## src/rtl/lfsr_pkg.sv

```systemverilog
// Shared types and constants for the LFSR PRBS checker.
// Also provides the counter-width helper used by the checker.
package lfsr_pkg;

  typedef enum logic {
    StHunt = 1'b0,
    StLock = 1'b1
  } state_e;

  localparam logic [7:0] DefaultTaps = 8'hB8;

  // Bits needed to hold values 0..n-1, never less than one bit.
  function automatic int unsigned cnt_w(input int unsigned n);
    return (n < 2) ? 1 : $clog2(n);
  endfunction

endpackage

```

## src/rtl/lfsr_pred_reg.sv

```systemverilog
// Reference shift register for the PRBS checker.
// Shifts in either the received bit or its own prediction, and exposes the prediction.
module lfsr_pred_reg #(
  parameter int unsigned      WIDTH = 8,
  parameter logic [WIDTH-1:0] TAPS  = WIDTH'(lfsr_pkg::DefaultTaps)
) (
  input  logic             clk_i,
  input  logic             rst_i,
  input  logic             en_i,
  input  logic             clr_i,
  input  logic             sel_pred_i,
  input  logic             bit_i,
  output logic             pred_o,
  output logic [WIDTH-1:0] sr_o
);

  logic [WIDTH-1:0] sr_q, sr_d;
  logic             shift_in;

  assign pred_o   = ^(sr_q & TAPS);
  assign shift_in = sel_pred_i ? pred_o : bit_i;
  assign sr_o     = sr_q;

  always_comb begin
    sr_d = sr_q;
    if (clr_i) begin
      sr_d = '0;
    end else if (en_i) begin
      sr_d = {sr_q[WIDTH-2:0], shift_in};
    end
  end

  always_ff @(posedge clk_i) begin
    if (rst_i) begin
      sr_q <= '0;
    end else begin
      sr_q <= sr_d;
    end
  end

endmodule

```

## config.mk

```make
export PLATFORM = sky130hd
export DESIGN_NAME = lfsr_pred_reg
export DESIGN_NICKNAME = d
export VERILOG_FILES = /design/src/rtl/lfsr_pkg.sv /design/src/rtl/lfsr_pred_reg.sv
export SDC_FILE = /design/constraint.sdc
export NUM_CORES = 1
export LEC_CHECK = 0
export CAP_MARGIN = 20
export CORE_AREA = 5 5 42 44
export CTS_BUF_LIST = sky130_fd_sc_hd__clkbuf_16
export DETAILED_ROUTE_END_ITERATION = 10
export DIE_AREA = 0 0 47 49
export PLACE_DENSITY = 0.51
export SYNTH_ARGS = -nofsm -noshare
export SYNTH_HDL_FRONTEND = slang
export SYNTH_SLANG_ARGS = --single-unit
```

## constraint.sdc

```tcl
create_clock -name clk_i -period 1.5 [get_ports clk_i]
set_clock_uncertainty 0.15 [all_clocks]
set_input_delay 0.3 -clock clk_i [delete_from_list [all_inputs] [get_ports clk_i]]
set_output_delay 0.3 -clock clk_i [all_outputs]
set_load 0.02 [all_outputs]
```

==> flow_summary.toml <==
[timing]
hold_slack_ns = 0.3690
timing.fmax_mhz = 652.4
grt_setup_unrepaired = "yes"
fin_crit_sh_pct = 102.2
slew_headroom_pct = 85.54
timing_hold_violations_final = 0
finalCriticalPeriod_ns = 1.533
setup_violations = 1
max_slew.worst_pin.slew_ns = 0.2178
setup_ws_ns = -0.03279
final_setup_tns_ns = -0.03279
maxSlewViolCount = 0

[synthesis]
synth_cell_type_count = 11
postSynthNetCount = 40
yosysSeqAreaShare_pct = 48.30
netlist_instances = 34
synth_area_per_cell_um2 = 9.752
yosys_warnings = 0
largest_cells_by_area_after_synthesis = "sky130_fd_sc_hd__dfxtp_1, sky130_fd_sc_hd__mux2i_1, sky130_fd_sc_hd__nor2_1"
yosys.area.top_type_share_pct = 48.30
post_synth_instance_area_um2 = 331.6
synth.largest_area_cell = "sky130_fd_sc_hd__dfxtp_1"
postSynthRegisterBits = 8

[clock_network]
worstSkewPairLatency_ns = 0.23
clock_tree.buffer_depth = 2
tritoncts = "yes"
cts.sink_count = 8
htreeDepth = 1
clock_tree.root_cell = "sky130_fd_sc_hd__clkbuf_16"
clkTransAtPathRegs_ns = 0.04
ctsHoldBuffers = 0
cts_setup_buffers = 0
tritoncts.num_buffers = 3

[die]
initial_core_util_pct = 23.66
vert_die_dim_um = 49
die_area_um2 = 2303
std_cell_rows = 14
die_width_um = 47
ios = 15
coreArea_um2 = 1401

[cells_and_area]
flip_flop_count_of_the_largest_register_all_copies_and_words_added = 8
fill_cells = 154
layout-area-overhead-vs-synth_pct = 85.28
diodes = 0
finalNetCount = 64
drive_above_1_share_pct = 30.36

[global_routing]
grt_first_pass_wirelength_um = 1414
global_route.overflow_total = 0
pin_count_of_the_biggest_net_entering_global_routing = 8
via_count_of_the_first_global_routing_pass = 306
grt_antenna_before_repair = 0
total_routing_resource_utilization_after_global_routing_pct = 9.181

[critical_path]
cp_max_fo = 2
path_type_of_the_worst_setup_path = "flip-flop to output port"
critical_path.max_stage_delay_ns = 0.32
worst_path_top_cell_family_by_delay = "XOR/XNOR gates"
cp-end-kind = "output port"
cpMaxStageDelayCell = "sky130_fd_sc_hd__dfxtp_2"
critPathLaunchType = "flip-flop"
timing.critical_path.buf_inv = 1
crit_required_ns = 1.05
crit_arrival_ns = 1.08
crit_path_cell_trace = "xor2_2, xnor2_1, buf_4"

[job]
cap_viol_max_count = 0

[detailed_routing]
wl_per_cell_um = 11.71
number_of_iterations_in_the_first_detailed_routing_pass = 3
drtIter0Drc = 6
via_count = 303
detail_route.vias_per_cell = 4.208
drtAntennaViolNets = 0
drt_wl_total_um = 843
drc = 0

[place]
placement_stage_worst_setup_slack_ns = -0.2720
dp_hpwl_um = 607.5
io_buffers = 14
place.gp.congestion = 0.6895

[run_status]
violated_checks = "negative setup slack"
status = "finished, violations left"

[power]
cellLeakagePower_nw = 0.2944
max-vdd-ir-drop_uv = 599.5
power.density_cell_area_nw_per_um2 = 1133

[min_path]
min_delay_worst_type = "flip-flop to flip-flop"
==> cells by family (layout without fill, tap and decap cells) <==
kind of cell           count (synthesis)  count (layout)  share of synthesized area (%)
AND/OR/NAND/NOR                       13              13                          16.98
flip-flops                             8               8                          48.30
multiplexers                           7               7                          21.13
XOR/XNOR                               3               3                          7.926
buffers and inverters                  2              24                          3.019
AO/OA/AOI/OAI                          1               1                          2.642
==> placed cells by master, fill, tap and decap left out <==
cell type,synthesis,routed
sky130_fd_sc_hd__nor3_1,1,1
sky130_fd_sc_hd__xnor2_1,2,1
sky130_fd_sc_hd__clkdlybuf4s50_1,0,5
sky130_fd_sc_hd__nor3b_1,1,1
sky130_fd_sc_hd__nor2_1,8,8
sky130_fd_sc_hd__dfxtp_1,8,5
sky130_fd_sc_hd__xnor2_2,0,1
sky130_fd_sc_hd__a211o_1,1,1
sky130_fd_sc_hd__xor2_2,0,1
sky130_fd_sc_hd__mux2i_1,7,7
sky130_fd_sc_hd__clkdlybuf4s15_1,0,2
sky130_fd_sc_hd__nand2_1,2,2
sky130_fd_sc_hd__dlygate4sd2_1,0,5
sky130_fd_sc_hd__clkbuf_16,0,3
sky130_fd_sc_hd__clkbuf_2,0,1
sky130_fd_sc_hd__buf_4,0,8
sky130_fd_sc_hd__or2_1,1,1
sky130_fd_sc_hd__dfxtp_2,0,3
==> path summary, 6_finish.rpt <==
check | start | end | slack (ns) | depth (start not counted)
max | sr_o[5] | pred_o | -0.03 | 3
min reg2reg | sr_o[1] | sr_o[1] | 0.37 | 2
min | sr_o[1] | sr_o[1] | 0.37 | 2
max reg2reg | sr_o[5] | sr_o[0] | 0.35 | 3
==> final cells by class <==
cell class | instances | area, um2 | area share (%)
clock buffers | 3 | 75.07 | 12.22
multi-input cells | 24 | 176.4 | 28.72
flip-flops and latches | 8 | 163.9 | 26.68
well taps | 16 | 20.02 | 3.259
repair buffers | 21 | 178.9 | 29.12
==> metrics by stage <==
step	total power, mW	instance area [um2]	util, %	instances
2_1_floorplan	0.2350	331.6	-	34
3_3_place_gp	0.2562	534.3	38.13	69
3_5_place_dp	0.2558	534.3	38.13	69
4_1_cts	0.7061	599.3	42.77	72
5_1_grt	0.7250	614.3	43.84	72
6_report	0.6958	614.3	43.84	72
==> power breakdown <==
| group | switching, mW | leakage, nW | internal, mW |
|---|---|---|---|
| registers | 0.000472 | 0.0660 | 0.215 |
| clock network | 0.100 | 0.0370 | 0.343 |
| logic | 0.0146 | 0.191 | 0.0225 |
| total | 0.115 | 0.294 | 0.580 |
==> worst register-to-register path, cell delays in order (launching register included) <==
cell and delay [ns]:
sky130_fd_sc_hd__dfxtp_2 0.32, sky130_fd_sc_hd__xor2_2 0.17, sky130_fd_sc_hd__xnor2_1 0.14, sky130_fd_sc_hd__a211o_1 0.25
==> what timing repair did <==
item                                    4_1_cts  5_1_grt
resized for setup                            10       12
endpoints found under the setup margin        9        4
pin swaps                                     0        2
==> Yosys cell counts <==
cell / count
sky130_fd_sc_hd__nand2_1: 2
sky130_fd_sc_hd__dfxtp_1: 8
sky130_fd_sc_hd__buf_2: 2
sky130_fd_sc_hd__nor2_1: 8
sky130_fd_sc_hd__a211o_1: 1
sky130_fd_sc_hd__nor3b_1: 1
sky130_fd_sc_hd__mux2i_1: 7
sky130_fd_sc_hd__xnor2_1: 2
sky130_fd_sc_hd__nor3_1: 1
sky130_fd_sc_hd__or2_1: 1
sky130_fd_sc_hd__xor2_1: 1
==> routing by layer <==
layer	part of all wire, %	up-vias	GRT usage (%)
li1	-	157	-
met1	49	129	10.86
met2	40	12	11.54
met3	6.4	5	3.321
met4	5.2	0	9.677
met5	0	-	0
Power figures use the tool's default switching activity.
